**src/rtl/rvvi_arb_pkg.sv**
```systemverilog
// Shared constants and the round-robin pick helper for the RVVI retire arbiter.
package rvvi_arb_pkg;

  localparam int ORDER_W  = 64;
  localparam int MODE_W   = 2;
  localparam int MAX_HART = 32;
  localparam int IDX_W    = 5;

  // Returns a one-hot grant for the first requester after 'last', wrapping at n.
  // Requests above n-1 are ignored.
  function automatic logic [MAX_HART-1:0] rr_pick(input logic [MAX_HART-1:0] req,
                                                  input logic [IDX_W-1:0]    last,
                                                  input int                  n);
    logic [MAX_HART-1:0] grant;
    logic [IDX_W-1:0]    idx;
    grant = '0;
    idx   = '0;
    for (int k = 1; k <= MAX_HART; k++) begin
      if (k <= n) begin
        idx = IDX_W'((int'(last) + k) % n);
        if ((grant == '0) && req[idx]) begin
          grant[idx] = 1'b1;
        end
      end
    end
    return grant;
  endfunction

endpackage

```
**src/rtl/rvvi_retire_fifo.sv**
```systemverilog
// Per-hart retirement FIFO: registered count, no pass-through from push to pop.
module rvvi_retire_fifo
  import rvvi_arb_pkg::*;
#(
  parameter int DEPTH = 4,
  parameter int W     = 8
) (
  input  logic                       clk,
  input  logic                       reset,
  input  logic                       push,
  input  logic [W-1:0]               wdata,
  output logic                       full,
  input  logic                       pop,
  output logic                       empty,
  output logic [W-1:0]               rdata,
  output logic [$clog2(DEPTH):0]     count
);

  localparam int AW = $clog2(DEPTH);

  logic [W-1:0]  mem [DEPTH];
  logic [AW-1:0] wptr;
  logic [AW-1:0] rptr;
  logic [AW:0]   cnt;
  logic          do_push;
  logic          do_pop;

  assign full    = (cnt == (AW+1)'(DEPTH));
  assign empty   = (cnt == '0);
  assign do_push = push & ~full;
  assign do_pop  = pop & ~empty;
  assign rdata   = mem[rptr];
  assign count   = cnt;

  // Storage array; contents are don't-care until written, so no reset needed.
  always_ff @(posedge clk) begin
    if (do_push) begin
      mem[wptr] <= wdata;
    end
  end

  // Pointer and occupancy bookkeeping; simultaneous push/pop leaves count unchanged.
  always_ff @(posedge clk or posedge reset) begin
    if (reset) begin
      wptr <= '0;
      rptr <= '0;
      cnt  <= '0;
    end else begin
      if (do_push) wptr <= wptr + 1'b1;
      if (do_pop)  rptr <= rptr + 1'b1;
      case ({do_push, do_pop})
        2'b10:   cnt <= cnt + 1'b1;
        2'b01:   cnt <= cnt - 1'b1;
        default: cnt <= cnt;
      endcase
    end
  end

endmodule

```
**src/rtl/rvvi_retire_arbiter.sv**
```systemverilog
// Merges per-hart retire events into one ordered RVVI trace slot.
// Optional build macro RVVI_TRAP_PRIORITY_EN: trap heads win arbitration over
// non-trap heads (still round-robin among themselves, sharing rr_last).
module rvvi_retire_arbiter
  import rvvi_arb_pkg::*;
#(
  parameter int NHART = 2,
  parameter int XLEN  = 32,
  parameter int ILEN  = 32,
  parameter int DEPTH = 4
) (
  input  logic                                   clk,
  input  logic                                   reset,
  input  logic [NHART-1:0]                       in_valid,
  output logic [NHART-1:0]                       in_ready,
  input  logic [NHART*XLEN-1:0]                  in_pc,
  input  logic [NHART*ILEN-1:0]                  in_insn,
  input  logic [NHART-1:0]                       in_trap,
  input  logic [NHART*MODE_W-1:0]                in_mode,
  output logic                                   out_valid,
  input  logic                                   out_ready,
  output logic [((NHART > 1) ? $clog2(NHART) : 1)-1:0] out_hart,
  output logic [ORDER_W-1:0]                     out_order,
  output logic [XLEN-1:0]                        out_pc,
  output logic [ILEN-1:0]                        out_insn,
  output logic                                   out_trap,
  output logic [MODE_W-1:0]                      out_mode
);

  localparam int HW = (NHART > 1) ? $clog2(NHART) : 1;
  localparam int EW = XLEN + ILEN + 1 + MODE_W;
  localparam int CW = $clog2(DEPTH) + 1;

  logic [NHART-1:0]    push;
  logic [NHART-1:0]    pop;
  logic [NHART-1:0]    full;
  logic [NHART-1:0]    empty;
  logic [EW-1:0]       head  [NHART];
  logic [CW-1:0]       count [NHART];

  logic [HW-1:0]       rr_last;
  logic [ORDER_W-1:0]  order_cnt;
  logic [MAX_HART-1:0] req_w;
  logic [MAX_HART-1:0] grant_w;
  logic [HW-1:0]       grant_idx;
  logic                grant_any;
  logic                load;
  logic [EW-1:0]       sel;

  for (genvar h = 0; h < NHART; h++) begin : g_hart
    assign in_ready[h] = (count[h] != CW'(DEPTH));
    assign push[h]     = in_valid[h] & ~full[h];
    assign pop[h]      = load & grant_w[h] & ~empty[h];

    rvvi_retire_fifo #(
      .DEPTH (DEPTH),
      .W     (EW)
    ) u_fifo (
      .clk   (clk),
      .reset (reset),
      .push  (push[h]),
      .wdata ({in_pc[h*XLEN +: XLEN], in_insn[h*ILEN +: ILEN],
               in_trap[h], in_mode[h*MODE_W +: MODE_W]}),
      .full  (full[h]),
      .pop   (pop[h]),
      .empty (empty[h]),
      .rdata (head[h]),
      .count (count[h])
    );
  end

  // Round-robin grant over non-empty heads, optionally favouring trap heads.
  always_comb begin
    req_w              = '0;
    req_w[NHART-1:0]   = ~empty;
`ifdef RVVI_TRAP_PRIORITY_EN
    begin
      logic [MAX_HART-1:0] trap_req;
      trap_req = '0;
      for (int i = 0; i < NHART; i++) begin
        trap_req[i] = ~empty[i] & head[i][MODE_W];
      end
      if (trap_req != '0) begin
        grant_w = rr_pick(trap_req, IDX_W'(rr_last), NHART);
      end else begin
        grant_w = rr_pick(req_w, IDX_W'(rr_last), NHART);
      end
    end
`else
    grant_w = rr_pick(req_w, IDX_W'(rr_last), NHART);
`endif
  end

  // Convert the one-hot grant into a hart index for the output mux.
  always_comb begin
    grant_idx = '0;
    for (int i = 0; i < NHART; i++) begin
      if (grant_w[i]) grant_idx = HW'(i);
    end
  end

  assign grant_any = |grant_w;
  assign load      = grant_any & (~out_valid | out_ready);
  assign sel       = head[grant_idx];

  // Output slot, order stamping and round-robin pointer update on each load.
  always_ff @(posedge clk or posedge reset) begin
    if (reset) begin
      out_valid <= 1'b0;
      out_hart  <= '0;
      out_order <= '0;
      out_pc    <= '0;
      out_insn  <= '0;
      out_trap  <= 1'b0;
      out_mode  <= '0;
      order_cnt <= '0;
      rr_last   <= HW'(NHART - 1);
    end else if (load) begin
      out_valid <= 1'b1;
      out_hart  <= grant_idx;
      out_order <= order_cnt + 1'b1;
      out_pc    <= sel[EW-1 -: XLEN];
      out_insn  <= sel[ILEN+MODE_W : MODE_W+1];
      out_trap  <= sel[MODE_W];
      out_mode  <= sel[MODE_W-1:0];
      order_cnt <= order_cnt + 1'b1;
      rr_last   <= grant_idx;
    end else if (out_ready) begin
      out_valid <= 1'b0;
    end
  end

endmodule
```
**config.mk**
```make
export PLATFORM = sky130hd
export DESIGN_NAME = rvvi_retire_arbiter
export DESIGN_NICKNAME = d
export VERILOG_FILES = /design/src/rtl/rvvi_arb_pkg.sv /design/src/rtl/rvvi_retire_fifo.sv /design/src/rtl/rvvi_retire_arbiter.sv
export SDC_FILE = /design/constraint.sdc
export NUM_CORES = 1
export LEC_CHECK = 0
export BUFFER_PORTS_ARGS = -buffer_cell sky130_fd_sc_hd__buf_2
export CAP_MARGIN = 5
export CORE_MARGIN = 1.5
export CORE_UTILIZATION = 30
export CTS_CLUSTER_DIAMETER = 150
export DETAILED_ROUTE_END_ITERATION = 8
export HOLD_SLACK_MARGIN = 0.08
export PLACE_DENSITY_LB_ADDON = 0.25
export SLEW_MARGIN = 20
export SYNTH_ARGS = -nofsm -noshare
export SYNTH_HDL_FRONTEND = slang
export SYNTH_SLANG_ARGS = --single-unit
```
**constraint.sdc**
```tcl
create_clock -name clk -period 5 [get_ports clk]
set_clock_uncertainty 0.1 [all_clocks]
set_input_delay 0.75 -clock clk [delete_from_list [all_inputs] [get_ports clk]]
set_output_delay 0.75 -clock clk [all_outputs]
set_load 0.01 [all_outputs]
```
# Word-level counts from Yosys, hierarchy flattened
# Memory sizes are Yosys's and may differ from the RTL's.
# Cells that the tools add are included.
dict set report op_classes {
  n_reduce_logical 10
  n_addsub 11
  n_eq_ne 8
  muxes 22
  bitwise_logic 22
  n_lt_le_gt_ge 5
}
# op count
set ops {}
lappend ops {{67-bit two-way mux} 3}
lappend ops {{64-bit by 1-bit adder with 64-bit output, second input constant} 1}
lappend ops {{32-bit two-way mux} 2}
lappend ops {{32-bit logical NOT} 1}
lappend ops {{32-bit OR} 1}
lappend ops {{32-bit OR reduction} 1}
lappend ops {{5-bit by 6-bit < comparator with 1-bit output, second input constant} 2}
lappend ops {{3-bit case mux with 2 select lines} 2}
lappend ops {{1-bit AND} 11}
lappend ops {{1-bit two-way mux} 11}
lappend ops {{5-bit by 1-bit greater-or-equal comparator with 1-bit output, second input constant} 2}
lappend ops {{2-bit by 1-bit adder with 2-bit output, second input constant} 4}
lappend ops {{3-bit by 1-bit adder with 3-bit output, second input constant} 2}
lappend ops {{3-bit equality test, second input constant} 2}
lappend ops {{3-bit logical NOT} 2}
lappend ops {{3-bit != test, second input constant} 2}
lappend ops {{2-bit nonzero test} 3}
lappend ops {{3-bit by 1-bit subtractor with 3-bit output, second input constant} 2}
lappend ops {{1-bit inverter} 5}
lappend ops {{1-bit binary-select mux with 2-bit select} 2}
lappend ops {{1-bit demux with 2-bit select} 2}
lappend ops {{2-bit by 1-bit equality test with 1-bit output, second input constant} 2}
lappend ops {{2-bit equality test, second input constant} 2}
lappend ops {{1-bit logical AND} 3}
lappend ops {{other kinds (6)} 8}
dict set report totals {
  output_inout_bits 135
  n_memories 2
  reg_bits 148
  mem_bits_rw 536
  inputBits 139
  wordCells 94
}
# memory words width read_ports rd_ports_with_merged_regs wr line_no
set memory_table {}
lappend memory_table {{g_hart[0].u_fifo.mem} 4 67 1 0 1 rvvi_retire_fifo.sv:21} ;# logic [W-1:0] mem [DEPTH];
lappend memory_table {{g_hart[1].u_fifo.mem} 4 67 1 0 1 rvvi_retire_fifo.sv:21}

# Depth between registers and ports, before layout
dict set report depth {
  ltp_word 17
  ltp_mapped 11
  ltp_nobuf 10
}

# Modules after synthesis
# Synthesis repeated with hierarchy kept, for this count alone.
dict set report hier_totals {
  cells_unflattened 1352
  hier_area_um2 26339.0
}
# module seq_area_each_um2 cells_each area_per_inst_um2 n_inst
set modules_own_cells {}
lappend modules_own_cells {rvvi_retire_fifo 8222.9 389 10097.2 2}
lappend modules_own_cells {rvvi_retire_arbiter 3354.5 574 6144.6 1}

# Worst setup path after synthesis
# Ideal clock, no wire load.
dict set report synth_path {
  kind {input-to-reg}
  startpoint {input port in_valid[0]}
  endpoint {memory g_hart[0].u_fifo.mem[0][0] (netlist bit) (enable)}
  t_required_ns 4.467
  path_slack_ns 2.105
  setup_ns 0.433
  stages 1
  t_arrival_ns 2.362
  n_path_buf 0
  cell_sequence {and3_1}
}
dict set report synth_via {
  elab_chain_len 4
}
# element line_no
set synth_lines {}
lappend synth_lines {{start, declared} rvvi_retire_arbiter.sv:14} ;# input logic [NHART-1:0] in_valid,
lappend synth_lines {{1-bit AND} rvvi_retire_arbiter.sv:52} ;# assign push[h] = in_valid[h] & ~full[h];
lappend synth_lines {{1-bit AND} rvvi_retire_fifo.sv:30} ;# assign do_push = push & ~full;
lappend synth_lines {{1-bit two-way mux} rvvi_retire_fifo.sv:37} ;# if (do_push) begin
lappend synth_lines {{1-bit two-way mux (not written as such)} rvvi_retire_fifo.sv:38} ;# mem[wptr] <= wdata;
lappend synth_lines {{end, declared} rvvi_retire_fifo.sv:21}
# No other way between the ends.

# Worst setup path after layout
dict set report layout_path {
  startpoint {register g_hart[1].u_fifo.cnt[2]}
  endpoint {register out_insn[22]}
}
dict set report layout_via {
  elab_chain_len 13
  elab_cells_between_ends 18
  cone_classes {mux: 10; bitwise: 4; reduce/logical: 4}
}
# element line_no
set layout_lines {}
lappend layout_lines {{start, declared} rvvi_retire_fifo.sv:24} ;# logic [AW:0] cnt;
lappend layout_lines {{start signal, assigned} rvvi_retire_fifo.sv:52} ;# 2'b10: cnt <= cnt + 1'b1;
lappend layout_lines {{start signal, assigned} rvvi_retire_fifo.sv:53} ;# 2'b01: cnt <= cnt - 1'b1;
lappend layout_lines {{start signal, assigned} rvvi_retire_fifo.sv:54} ;# default: cnt <= cnt;
lappend layout_lines {{3-bit logical NOT (*)} rvvi_retire_fifo.sv:29} ;# assign empty = (cnt == '0);
lappend layout_lines {{2-bit inverter (*)} rvvi_retire_arbiter.sv:75} ;# req_w[NHART-1:0] = ~empty;
lappend layout_lines {{1-bit binary-select mux with 2-bit select} rvvi_arb_pkg.sv:21} ;# if ((grant == '0) && req[idx]) begin
lappend layout_lines {{1-bit two-way mux (not written as such)} rvvi_arb_pkg.sv:21}
lappend layout_lines {{32-bit two-way mux} rvvi_arb_pkg.sv:21}
lappend layout_lines {{32-bit logical NOT} rvvi_arb_pkg.sv:21}
lappend layout_lines {{1-bit logical AND} rvvi_arb_pkg.sv:21}
lappend layout_lines {{32-bit two-way mux (*)} rvvi_arb_pkg.sv:21}
lappend layout_lines {{1-bit two-way mux} rvvi_retire_arbiter.sv:98} ;# if (grant_w[i]) grant_idx = HW'(i);
lappend layout_lines {{1-bit inverter with 2-bit output (not written as such)} rvvi_retire_arbiter.sv:104} ;# assign sel = head[grant_idx];
lappend layout_lines {{67-bit two-way mux (not written as such) (3 in a row)} rvvi_retire_arbiter.sv:104}
lappend layout_lines {{end signal, assigned} rvvi_retire_arbiter.sv:123} ;# out_insn <= sel[ILEN+MODE_W : MODE_W+1];
lappend layout_lines {{end, declared} rvvi_retire_arbiter.sv:25} ;# output logic [ILEN-1:0] out_insn,
# Mark *: on every way between the ends. The rest lies on a longest branch, timed or not. The select of a mux whose other input is x is not followed.
# A chain may end at the register's enable or synchronous reset.

==> run metrics <==
run status complete, no violations; Startpoint Class flop; DRC Markers 0; Fin Setup TNS 0 ns; final wirelength 66730 um; Max Clock Freq 0.3286 GHz; clock-pin slew on the worst setup and hold paths 0.06 ns; Slew @ Worst Pin 1.062 ns; Area Growth Syn to Fin 20.06%; hold_buf cts 0; die area 89490 um2; Die Ht 299.1 um; port bufs 273; top_reg_cell synth edfxtp_1; setup violators final 0; Leak Pwr 11.58 nW; final hold slack 0.1927 ns; pwr/cell area 585.7 nW/um2; Syn Nets 1514; # rows 108; Ys Warns 0; ys async rst share 21.64%; Max Slew Vio Count 0; Pre-antenna DRT Iters 5; cts repair resizes 0; fin util 36.36%; syn avg cell area 19.32 um2; clock sink total 684; setup repair bufs after CTS 0; min Tclk post-route 3.043 ns; Antenna Nets Post-Route 0; Placer Congestion 0.7868; core area 86890 um2; pin count of the biggest net entering global routing 87; initial antenna violation count 31; H-tree level count 3; fraction of layout cells with a size suffix above 1 33.10%; Syn Std Cell Area 26310 um2; fillers 8138; DP HPWL 41310 um; vias in the first global route 14340; nets 1825; number of synthesized flops with an enable pin 536; Root Buffer clkbuf_16; first-pass GRT wire length 97690 um; WS Path Type reg2reg; slew margin rel. 29.22%; Initial Utilization 30.28%; routed len/inst 23.07 um; cells after synthesis 1362; final worst-path cycle share 60.86%; gr ovfl total 0; Via density 4.677; CP required 5.35 ns; DP Worst Slack 1.882 ns; Peak supply drop 0.0002773 V; Multi-input gate area 6212 um2; maximum root-to-sink buffer count 3; post-synthesis sequential area ratio 75.26%; post-synthesis cell type count 41; Clock Latency Late Sink 0.61 ns; drt initial violations 856; Die W 299.1 um; WP data arrival 3.39 ns; TritonCTS clock tree done; final hold violations 0; Num CTS Buffers 76; crit-path max FO 36; DR vias 13530; Max Cap Viol 0; RSZ-0062 raised after global routing no; Worst setup EP type flop; IO Pins 274; final setup margin 1.957 ns; Worst Hold Class in2async; Reg area 19820 um2; All-Layer GR Usage 14.93%; #FFs+latches synth 684
## flip-flops by register name (all words and copies together), names as in the netlist, 2 cells and up
signal               count
g_hart.u_fifo.count      6
g_hart.u_fifo.mem      536
out_insn                32
order_cnt               64
out_pc                  32
g_hart.u_fifo.rptr       4
g_hart.u_fifo.wptr       4
out_mode                 2
## logic make-up after synthesis
| logic type | Yosys count | share of synthesized area [%] |
|---|---|---|
| compound gates | 73 | 1.479 |
| fa+ha+maj | 13 | 0.6753 |
| simple gates | 235 | 4.680 |
| xor+xnor | 75 | 2.497 |
| mux | 202 | 14.06 |
| buf+inv | 80 | 1.355 |
| flops | 684 | 75.26 |
## worst max-delay path: stages, from the launching register on
cell and delay, ns:
dfrtp_1 0.41, nor3_2 0.41, o21bai_4 0.21, buf_4 0.59
buf_4 0.73, mux2i_1 0.29, o21ai_0 0.10
## cell type report
type,count,share of cell area (%)
repair buffers,291,4.832
clock buffers,99,6.583
inverters,22,0.2773
diodes,4,0.03169
multi-input cells,598,19.67
flip-flops and latches,684,62.73
well taps,1155,4.575
clock inverters,40,1.307
## cell usage after synthesis, drive strengths merged (3+ instances only)
library cell / count / share of area [%]
buf: 33 / 0.68
clkbuf: 25 / 0.36
dfrtp: 147 / 14
edfxtp: 536 / 61
xor2: 39 / 1.3
o21ai: 68 / 1.3
xnor2: 36 / 1.2
nor2: 25 / 0.36
nand2: 106 / 1.5
nor4: 10 / 0.40
inv: 22 / 0.31
nor3: 24 / 0.53
and2: 3 / 0.071
ha: 11 / 0.52
mux4: 134 / 11
nand3: 24 / 0.51
mux2i: 68 / 2.6
and3: 14 / 0.33
nand4: 20 / 0.59
## placed cells by master (no fill, tap or decap), drive strengths merged, types with 24 or more instances in the layout
cell / Yosys / routed
clkbuf: 25 / 99
edfxtp: 536 / 536
nor2: 25 / 25
mux2i: 68 / 68
buf: 33 / 291
nand3: 24 / 24
xor2: 39 / 39
inv: 22 / 27
nor3: 24 / 24
mux4: 134 / 134
dfrtp: 147 / 147
nand2: 106 / 106
clkinv: 0 / 24
xnor2: 36 / 36
o21ai: 68 / 68
## metrics by stage
step | std cells | instance area, um2 | power, mW
final | 2893 | 31590 | 18.50
after global routing | 2889 | 31580 | 19.45
after detailed placement | 2750 | 29090 | 13.24
after global placement | 2750 | 29090 | 13.14
after floorplan | 1362 | 26310 | 11.29
after CTS | 2889 | 31580 | 18.88
## final timing paths
check,start,end,slack (ns),cells after the start
min in group clk,in_pc[5],g_hart[0].u_fifo.mem[0][40],0.25,1
max in group asynchronous,reset,g_hart[0].u_fifo.rptr[0],3.61,3
min,reset,order_cnt[32],0.19,2
min reg2reg,order_cnt[63],order_cnt[63],0.36,1
max reg2reg,g_hart[1].u_fifo.count[2],out_insn[22],1.96,6
max,g_hart[1].u_fifo.count[2],out_insn[22],1.96,6
## metal layers
metal  wire length (um)  vias up  GRT usage (%)
met5                184        -              0
met1              29800     7036          20.16
met3               4393      126          4.530
met2              30940      348          23.59
met4               1410       32          3.595
li1                   -     5990              -
## power breakdown
part / internal (mW) / switching [mW]
Clock: 3.31 / 2.27
Sequential: 7.50 / 0.829
Combinational: 2.08 / 2.52
Power figures use the tool's default switching activity.
